### config.mk
export PLATFORM = sky130hd
export DESIGN_NAME = freq_word_ctrl
export DESIGN_NICKNAME = d
export VERILOG_FILES = /design/src/rtl/freq_word_ctrl.sv
export SDC_FILE = /design/constraint.sdc
export NUM_CORES = 1
export LEC_CHECK = 0
export ABC_AREA = 1
export CELL_PAD_IN_SITES_DETAIL_PLACEMENT = 1
export CELL_PAD_IN_SITES_GLOBAL_PLACEMENT = 2
export CORE_MARGIN = 2
export CORE_UTILIZATION = 38
export CTS_CLUSTER_DIAMETER = 200
export CTS_CLUSTER_SIZE = 30
export DETAILED_ROUTE_END_ITERATION = 12
export GPL_ROUTABILITY_DRIVEN = 0
export PLACE_DENSITY = 0.93
export SLEW_MARGIN = 5
export SYNTH_ARGS = -nofsm -noshare
export SYNTH_HDL_FRONTEND = slang
export SYNTH_SLANG_ARGS = --single-unit
### constraint.sdc
create_clock -name clk -period 6.1 [get_ports clk]
set_clock_uncertainty 0.1 [all_clocks]
set_input_delay 1.22 -clock clk [delete_from_list [all_inputs] [get_ports clk]]
set_output_delay 1.22 -clock clk [all_outputs]
set_load 0.1 [all_outputs]
### src/rtl/freq_word_ctrl.sv
// rtl/freq_word_ctrl.sv - debounced push-button tuning-word controller for the DDS phase accumulator
// Optional auto-repeat on held buttons: define FREQ_CTRL_AUTOREPEAT_EN.
module freq_word_ctrl #(
    parameter int               WIDTH        = 32,
    parameter logic [WIDTH-1:0] INIT_STEP    = WIDTH'(2147483),
    parameter logic [WIDTH-1:0] STEP_COARSE  = WIDTH'(2147483),
    parameter logic [WIDTH-1:0] STEP_MID     = WIDTH'(214748),
    parameter logic [WIDTH-1:0] STEP_FINE    = WIDTH'(214),
    parameter logic [WIDTH-1:0] STEP_MIN     = '0,
    parameter logic [WIDTH-1:0] STEP_MAX     = {WIDTH{1'b1}},
    parameter int               DB_CYCLES    = 50000,
    parameter int               REPEAT_DELAY = 25000000,
    parameter int               REPEAT_RATE  = 5000000
) (
    input  logic             clk,
    input  logic             reset,
    input  logic [2:0]       btn_add,
    input  logic [2:0]       btn_sub,
    output logic [WIDTH-1:0] step,
    output logic             step_upd,
    output logic             at_limit
);

    localparam int DBW = (DB_CYCLES > 1) ? $clog2(DB_CYCLES) : 1;
    localparam logic [DBW-1:0] DB_LAST = DBW'(DB_CYCLES - 1);

    // Bits [2:0] are the add buttons, [5:3] the sub buttons; all active-low.
    logic [5:0]     btn_raw;
    logic [5:0]     sync1;
    logic [5:0]     sync2;
    logic [5:0]     db;
    logic [5:0]     db_d;
    logic [5:0]     press;
    logic [5:0]     evt;
    logic [DBW-1:0] db_cnt [6];

    assign btn_raw = {btn_sub, btn_add};
    assign press   = db_d & ~db;

    always_ff @(posedge clk) begin
        if (reset) begin
            sync1 <= '1;
            sync2 <= '1;
            db    <= '1;
            db_d  <= '1;
            for (int i = 0; i < 6; i++) begin
                db_cnt[i] <= '0;
            end
        end else begin
            sync1 <= btn_raw;
            sync2 <= sync1;
            db_d  <= db;
            for (int i = 0; i < 6; i++) begin
                if (sync2[i] == db[i]) begin
                    db_cnt[i] <= '0;
                end else if (db_cnt[i] == DB_LAST) begin
                    db[i]     <= sync2[i];
                    db_cnt[i] <= '0;
                end else begin
                    db_cnt[i] <= db_cnt[i] + 1'b1;
                end
            end
        end
    end

`ifdef FREQ_CTRL_AUTOREPEAT_EN
    localparam int RMAX = (REPEAT_DELAY > REPEAT_RATE) ? REPEAT_DELAY : REPEAT_RATE;
    localparam int RW   = $clog2(RMAX + 1);

    logic [RW-1:0] hold_cnt [6];
    logic [5:0]    rep_phase;
    logic [5:0]    rep_fire;

    // hold_cnt counts cycles since the last press/repeat event of that button.
    always_comb begin
        rep_fire = '0;
        for (int i = 0; i < 6; i++) begin
            rep_fire[i] = ~db[i] & ~press[i] &
                          (hold_cnt[i] == (rep_phase[i] ? RW'(REPEAT_RATE) : RW'(REPEAT_DELAY)));
        end
    end

    always_ff @(posedge clk) begin
        if (reset) begin
            rep_phase <= '0;
            for (int i = 0; i < 6; i++) begin
                hold_cnt[i] <= '0;
            end
        end else begin
            for (int i = 0; i < 6; i++) begin
                if (db[i]) begin
                    hold_cnt[i]  <= '0;
                    rep_phase[i] <= 1'b0;
                end else if (press[i]) begin
                    hold_cnt[i]  <= RW'(1);
                    rep_phase[i] <= 1'b0;
                end else if (rep_fire[i]) begin
                    hold_cnt[i]  <= RW'(1);
                    rep_phase[i] <= 1'b1;
                end else begin
                    hold_cnt[i]  <= hold_cnt[i] + 1'b1;
                end
            end
        end
    end

    assign evt = press | rep_fire;
`else
    assign evt = press;
`endif

    logic             apply;
    logic             is_add;
    logic [WIDTH-1:0] delta;
    logic [WIDTH:0]   sum;
    logic [WIDTH:0]   floor_lim;
    logic [WIDTH-1:0] next_step;

    // Winning granularity decides; coincident add+sub there cancels and blocks lower ones.
    always_comb begin
        apply  = 1'b0;
        is_add = 1'b0;
        delta  = '0;
        if (evt[2] | evt[5]) begin
            apply  = evt[2] ^ evt[5];
            is_add = evt[2];
            delta  = STEP_COARSE;
        end else if (evt[1] | evt[4]) begin
            apply  = evt[1] ^ evt[4];
            is_add = evt[1];
            delta  = STEP_MID;
        end else if (evt[0] | evt[3]) begin
            apply  = evt[0] ^ evt[3];
            is_add = evt[0];
            delta  = STEP_FINE;
        end
        sum       = {1'b0, step} + {1'b0, delta};
        floor_lim = {1'b0, STEP_MIN} + {1'b0, delta};
        if (is_add) begin
            next_step = (sum > {1'b0, STEP_MAX}) ? STEP_MAX : sum[WIDTH-1:0];
        end else begin
            next_step = ({1'b0, step} < floor_lim) ? STEP_MIN : step - delta;
        end
    end

    always_ff @(posedge clk) begin
        if (reset) begin
            step     <= INIT_STEP;
            step_upd <= 1'b0;
        end else if (apply) begin
            step     <= next_step;
            step_upd <= (next_step != step);
        end else begin
            step_upd <= 1'b0;
        end
    end

    assign at_limit = (step == STEP_MIN) || (step == STEP_MAX);

endmodule

==> results of run 1 <==
## cell usage after synthesis (all sizes together)
| cell | number | share of area [%] |
|---|---|---|
| clkbuf | 26 | 0.97 |
| a221oi | 2 | 0.16 |
| conb | 1 | 0.034 |
| xor2 | 25 | 2.0 |
| or2 | 15 | 0.85 |
| a211oi | 1 | 0.068 |
| a31o | 1 | 0.079 |
| ha | 39 | 4.4 |
| o21a | 9 | 0.61 |
| and3 | 3 | 0.17 |
| o21bai | 6 | 0.41 |
| o31ai | 1 | 0.068 |
| nor3b | 11 | 0.75 |
| buf | 17 | 0.94 |
| clkinv | 2 | 0.079 |
| a21o | 1 | 0.068 |
| and2 | 1 | 0.056 |
| nor4 | 27 | 1.5 |
| edfxtp | 96 | 26 |
| dfxtp | 57 | 10 |
| inv | 221 | 7.5 |
| a21oi | 135 | 6.2 |
| o211ai | 5 | 0.34 |
| nand2 | 383 | 13 |
| o21ai | 91 | 4.1 |
| fa | 2 | 0.36 |
| o21ba | 1 | 0.090 |
| nand3 | 129 | 6.1 |
| o32ai | 1 | 0.079 |
| a21boi | 1 | 0.068 |
| nor2 | 189 | 6.6 |
| nand4 | 37 | 2.1 |
| nand3b | 3 | 0.20 |
| xnor2 | 7 | 0.55 |
| nor3 | 56 | 2.5 |
| a31oi | 8 | 0.45 |
| a22oi | 1 | 0.068 |
## stage by stage
step	std cells	total power, mW	utilization, %
global placement	2097	1.25	42.5
floorplan	1706	1.22	-
detailed placement	2097	1.25	42.5
global route	2129	2.39	44.5
CTS	2129	2.34	44.5
finish	2129	2.32	44.5
## metal layers
layer / routed length [microns] / vias up
met5: 0 / -
li1: - / 5515
met4: 996 / 0
met1: 16700 / 5292
met3: 1310 / 61
met2: 16700 / 182
## sequential cells by signal, summed over array words and instances, names as in the netlist
| signal | count |
|---|---|
| db | 6 |
| db_cnt | 96 |
| db_d | 6 |
| step | 32 |
| step_upd | 1 |
| sync1 | 6 |
| sync2 | 6 |
## kinds of logic after synthesis
kind of cell             count (synthesis)  share of synthesized area [%]
adder cells (fa/ha/maj)                 41                           4.76
buffers and inverters                  266                           9.47
AO/OA/AOI/OAI                          264                           12.9
AND/OR/NAND/NOR                        854                           34.0
other                                    1                         0.0338
XOR/XNOR                                32                           2.53
flip-flops                             153                           36.3
## how the worst max path moves through the flow
stage / endpoint / depth (start not counted) / startpoint / slack (ps)
CTS: step_upd / 22 / db[2] / 1270
detailed placement: step_upd / 22 / db[2] / 1320
global placement: step_upd / 22 / db[2] / 1430
floorplan: at_limit / 6 / step[23] / 1000
finish: step_upd / 22 / db[2] / 1210
global route: step_upd / 22 / db[2] / 800
## power groups by stage
stage,Clock (mW),Sequential (mW),Combinational [mW]
floorplan,0,1.17,0.0539
global placement,0,1.18,0.0714
detailed placement,0,1.18,0.0744
CTS,1.11,1.16,0.0750
global route,1.14,1.16,0.0889
finish,1.09,1.16,0.0759
## worst max-delay path: cells and delay by family, from the launching register on
kind / cells / cell delay, ps
buf+inv: 2 / 220
flops: 1 / 390
fa+ha+maj: 2 / 970
simple gates: 17 / 2870
compound gates: 1 / 230
## layout make-up
cell class	instances	area, sq um	area share, %
Clock inverter	14	144	1.13
Clock buffer	18	429	3.36
Tap cell	384	480	3.76
Inverter	223	838	6.56
Multi-Input combinational cell	1287	6380	50.0
Sequential cell	153	4020	31.5
Timing Repair Buffer	50	478	3.74
==> results by group, run 1 <==
Setup path
  • Crit Path Max Fanout: 14
  • Critical R2R Capture: step_upd
  • Worst setup EP type: flip-flop
  • Setup CP Type: reg2reg
  • Reg2Reg Launch Point: db[2]
  • Arr. time, crit path: 5130 ps
  • Crit-path max cell delay: 680 ps
  • Crit-path cells: inv_1 > nand2_1 > ha_1 > nand2_1 > ha_1 > inv_1 > a21oi_1 > nand2_1 > nand2_1 > nand2_1 > nand3_1 > nand4_1 > nand2_1 > nand2_1 > nand3_1 > nand2_1 > nor2_1 > nand2_1 > nor2_1 > nand3_1 > nor2_1 > nor2_1
  • CP max stage cell: nand4_1
  • Most frequent cell on the critical path: nand2_1
  • Reg2Reg Depth: 22
  • Worst endpoint required time: 6340 ps
  • Type of origin of the critical path: flip-flop
  • R2R Setup Slk: 1210 ps

Finish
  • Number of fill cells: 3,819
  • Most frequent cells in the layout: nand2_1, inv_1, nor2_1
  • Share of cells above drive strength 1: 4.70%
  • Fin area: 0.0128 sq mm
  • NumNets Final: 1,781
  • Commonest non-fill, non-tap cell in the layout: nand2_1
  • Antenna Cells: 0
  • Synth-to-Final Area Change: 15.3%

Timing
  • Final Cycle Share: 80.1%
  • Slew Viols, Final: 0
  • Minimum clock period: 4890 ps
  • Slew HR: 31.5%
  • Unrepaired setup endpoints after global routing: false
  • Setup TNS: 0 ps
  • Setup violators final: 0
  • Endpoints failing hold: 0
  • Setup ws final: 1210 ps
  • Max Clk Rate: 205 MHz
  • WHS: 308 ps
  • Slew @ Worst Pin: 1020 ps

Power and ir drop
  • Switching Share: 24.0%
  • Pwr dens: 181 mW/mm^2
  • LEAKAGE: 5.62 nW
  • Logic pwr share: 3.3%
  • Seq pwr share: 49.9%
  • Cell internal pwr: 1.76 mW
  • Largest vdd supply drop: 0.137 mV
  • Switching power: 557 uW
  • Clk pwr share: 46.8%

Global route
  • Initial antenna violation count: 0
  • M1 GR Usage: 31.5%
  • Overflow after GRT: 0
  • Met2 usage: 40.3%
  • Largest net degree at the start of global routing: 48
  • Vias in the first global route: 11.3k
  • First-pass GRT wire length: 58.5 mm
  • Total GRT Usage: 24.0%
  • Met3 global-route usage: 3.50%
  • Gr busiest metal: met2

Place
  • Dpl hpwl: 27.3 mm
  • Dpl ws: 1320 ps
  • PortBufs: 41
  • Dpl cell area: 0.0122 sq mm

Floorplanning
  • Initial Util: 38.6%
  • Chip Height: 175 microns
  • Die Wd: 175 microns
  • # IOs: 42
  • DIE AREA: 0.0305 sq mm
  • Row count: 62
  • Core Region: 0.0287 sq mm

Routing
  • Avg Vias per Cell: 5.19
  • Post-Route WL: 35.7 mm
  • Pre-antenna DRT Iters: 5
  • WL/cell: 16.8 microns
  • DR iter-0 viols: 572
  • Vias: 11.1k
  • Drt drc: 0
  • Post-DRT Antenna Nets: 0

Clock tree
  • Max clock buf depth: 2
  • Post-CTS setup repair buffer count: 0
  • Post-CTS Hold Buffers: 0
  • Post-CTS sizing: 0
  • Clk sinks: 153
  • Root Driver: clkbuf_16
  • CTS clock-pin slew for the worst setup and hold paths: 70 ps
  • H-Tree Depth: 4
  • Clk_lat worst skew: 440 ps
  • CTS tree: built
  • TritonCTS buffer count: 17

Synthesis
  • Mapped Area: 0.0111 sq mm
  • Distinct cells, synth: 50
  • Seq/Total Area, Yosys: 36.3%
  • Mapped Cells: 1,611
  • Register bit total from synthesis: 153
  • Post-Syn Area per Cell: 6.88 sq um
  • Yosys warnings: 0

Status
  • Run status: completed

Worst hold path
  • Hold Path Origin: sync1[3]
  • Min-Delay Path Class: reg2reg
  • Hold Path Stages: 1
  • Hold Path Sink: sync2[3]

Run
  • Max-cap viol count: 0
No activity file was read; power rests on OpenSTA's default activity.
==> run 2, diff against run 1 <==
- CORE_UTILIZATION: 38 -> 36
- PLACE_DENSITY: 0.93 -> 0.89
- clock period: 6.1 -> 4.6 ns (I/O delays scaled with it)
==> run 2 against run 1 <==
Compared with the run above: clock-buffer cell count is 4 higher; clock power is 48% higher; final cell count is 1.1% higher; global-route usage is 0.68 points lower; fmax is 18% higher; non-clock buffer count is 11 higher; worst hold slack better by 2.6 ps; largest power group is now the clock network; highest routed layer unchanged.
==> results by group, run 2 (synthesized netlist as in run 1, its figures left out) <==
Routing
  • WL/cell: 17.3 microns (was 16.8 microns)
  • Drt drc: 0 (unchanged)
  • Pre-antenna DRT Iters: 5 (unchanged)
  • Post-Route WL: 37.2 mm (was 35.7 mm)
  • Post-DRT Antenna Nets: 0 (unchanged)
  • DR iter-0 viols: 560 (was 572)
  • Avg Vias per Cell: 5.23 (was 5.19)
  • Vias: 11.3k (was 11.1k)

Global route
  • Overflow after GRT: 0 (unchanged)
  • Vias in the first global route: 11.6k (was 11.3k)
  • Total GRT Usage: 23.3% (was 24.0%)
  • Largest net degree at the start of global routing: 48 (unchanged)
  • Initial antenna violation count: 0 (unchanged)
  • First-pass GRT wire length: 60.2 mm (was 58.5 mm)

Worst hold path
  • Hold Path Stages: 1 (unchanged)
  • Min-Delay Path Class: reg2reg (unchanged)
  • Hold Path Origin: sync1[0] (was sync1[3])
  • Hold Path Sink: sync2[0] (was sync2[3])

Setup path
  • Most frequent cell on the critical path: nand2_1 (unchanged)
  • Reg2Reg Launch Point: db[3] (was db[2])
  • CP max stage cell: ha_1 (was nand4_1)
  • Crit Path Max Fanout: 7 (was 14)
  • Type of origin of the critical path: flip-flop (unchanged)
  • Worst endpoint required time: 4840 ps (was 6340 ps)
  • Worst setup EP type: flip-flop (unchanged)
  • Crit-path max cell delay: 370 ps (was 680 ps)
  • R2R Setup Slk: 440 ps (was 1210 ps)
  • Setup CP Type: reg2reg (unchanged)
  • Reg2Reg Depth: 25 (was 22)
  • Arr. time, crit path: 4390 ps (was 5130 ps)
  • Critical R2R Capture: step_upd (unchanged)

Status
  • Run status: completed (unchanged)

Finish
  • Final std cells w/o fill: 2,152 (was 2,129)
  • Top flop regs: db_cnt (96), step (32) (unchanged)
  • Most frequent cells in the layout: nand2_1, inv_1, nor2_1 (unchanged)
  • Final core utilization: 42.7% (was 44.5%)
  • NumNets Final: 1,792 (was 1,781)
  • Most flops, register: db_cnt (unchanged)
  • Share of cells above drive strength 1: 5.58% (was 4.70%)
  • Number of fill cells: 3,983 (was 3,819)
  • Antenna Cells: 0 (unchanged)
  • Synth-to-Final Area Change: 17.2% (was 15.3%)
  • Commonest non-fill, non-tap cell in the layout: nand2_1 (unchanged)
  • Max FFs per register: 96 (unchanged)

Floorplanning
  • Initial Util: 36.4% (was 38.6%)
  • Row count: 64 (was 62)
  • # IOs: 42 (unchanged)
  • Chip Height: 179 microns (was 175 microns)
  • Die Wd: 179 microns (was 175 microns)
  • DIE AREA: 0.0322 sq mm (was 0.0305 sq mm)
  • Core Region: 0.0304 sq mm (was 0.0287 sq mm)

Timing
  • Minimum clock period: 4160 ps (was 4890 ps)
  • Final Cycle Share: 90.3% (was 80.1%)
  • Unrepaired setup endpoints after global routing: false (unchanged)
  • Slew Viols, Final: 0 (unchanged)
  • Setup TNS: 0 ps (unchanged)
  • WHS: 310 ps (was 308 ps)
  • Max Clk Rate: 241 MHz (was 205 MHz)
  • Slew @ Worst Pin: 1030 ps (was 1020 ps)
  • Setup violators final: 0 (unchanged)
  • Endpoints failing hold: 0 (unchanged)
  • Slew HR: 31.3% (was 31.5%)

Clock tree
  • Post-CTS Hold Buffers: 0 (unchanged)
  • Max clock buf depth: 2 (unchanged)
  • H-Tree Depth: 4 (unchanged)
  • Clk sinks: 153 (unchanged)
  • Root Driver: clkbuf_16 (unchanged)
  • Clk_lat worst skew: 450 ps (was 440 ps)
  • CTS tree: built (unchanged)
  • CTS clock-pin slew for the worst setup and hold paths: 60 ps (was 70 ps)
  • TritonCTS buffer count: 17 (unchanged)

Power and ir drop
  • Overall Power: 3.24 mW (was 2.32 mW)
  • Largest vdd supply drop: 0.271 mV (was 0.137 mV)
  • LEAKAGE: 5.73 nW (was 5.62 nW)
  • Pwr dens: 250 mW/mm^2 (was 181 mW/mm^2)

Place
  • Inst Count DP: 2,113 (was 2,097)
  • PortBufs: 41 (unchanged)
  • Dpl hpwl: 28.7 mm (was 27.3 mm)

Run
  • Max-cap viol count: 0 (unchanged)
==> run 2: cell types whose count changed in the layout (fill, tap and decap cells not counted), sizes merged <==
cell / previous run / this run
buf: 9 / 21
bufinv: 2 / 3
clkbuf: 18 / 22
clkdlybuf4s50: 41 / 40
clkinv: 7 / 3
clkinvlp: 2 / 1
==> run 2: per-stage QoR <==
stage,cell area (sq um),worst slack (ps)
2_1_floorplan,11400,782
3_3_place_gp,12300,348
3_5_place_dp,12300,150
4_1_cts,12900,132
5_1_grt,13000,88.4
6_report,13000,444
==> run 2: worst max-delay path by stage <==
stage / start / endpoint / slack, ps / cells past startpoint
floorplan: step[24] / at_limit / 780 / 7
global placement: db[2] / step_upd / 350 / 20
detailed placement: db[2] / step_upd / 150 / 24
CTS: db[2] / step_upd / 130 / 24
global route: db[2] / step_upd / 90 / 26
finish: db[3] / step_upd / 440 / 25
==> run 2: timing repair <==
item / 4_1_cts / 5_1_grt
setup endpoints to repair: 0 / 1
resized for setup: 0 / 1
setup buffers: 0 / 7
==> run 2: critical path: cells and delay by family (launching register included) <==
| kind | cells | cell delay [ps] |
|---|---|---|
| AOI/OAI and AO/OA | 1 | 360 |
| adders and majority gates | 2 | 640 |
| buffers and inverters | 4 | 530 |
| DFF | 1 | 350 |
| and+or+nand+nor | 18 | 2080 |
==> run 2: cell type report <==
cell class	instances	area, sq um	area share [%]
multi-input cells	1287	6390	49.2
flip-flops and latches	153	4020	31.0
inverters	223	838	6.45
repair buffers	61	571	4.39
clock buffers	22	518	3.99
well taps	396	495	3.82
clock inverters	10	148	1.14
==> run 2: report_power, final <==
| part | switching [mW] | internal, mW | total (mW) |
|---|---|---|---|
| Sequential | 0.0351 | 1.50 | 1.53 |
| Combinational | 0.0691 | 0.0334 | 0.102 |
| Clock | 0.631 | 0.975 | 1.61 |
| Total | 0.735 | 2.51 | 3.24 |
==> run 2: per-layer routing <==
layer  track usage [%]  vias up  routed length [microns]
li1                  -     5531                        -
met1              29.6     5459                    16700
met2              39.8      207                    18100
met3              3.79       60                     1440
met4              8.88        0                      965
met5                 0        -                        0
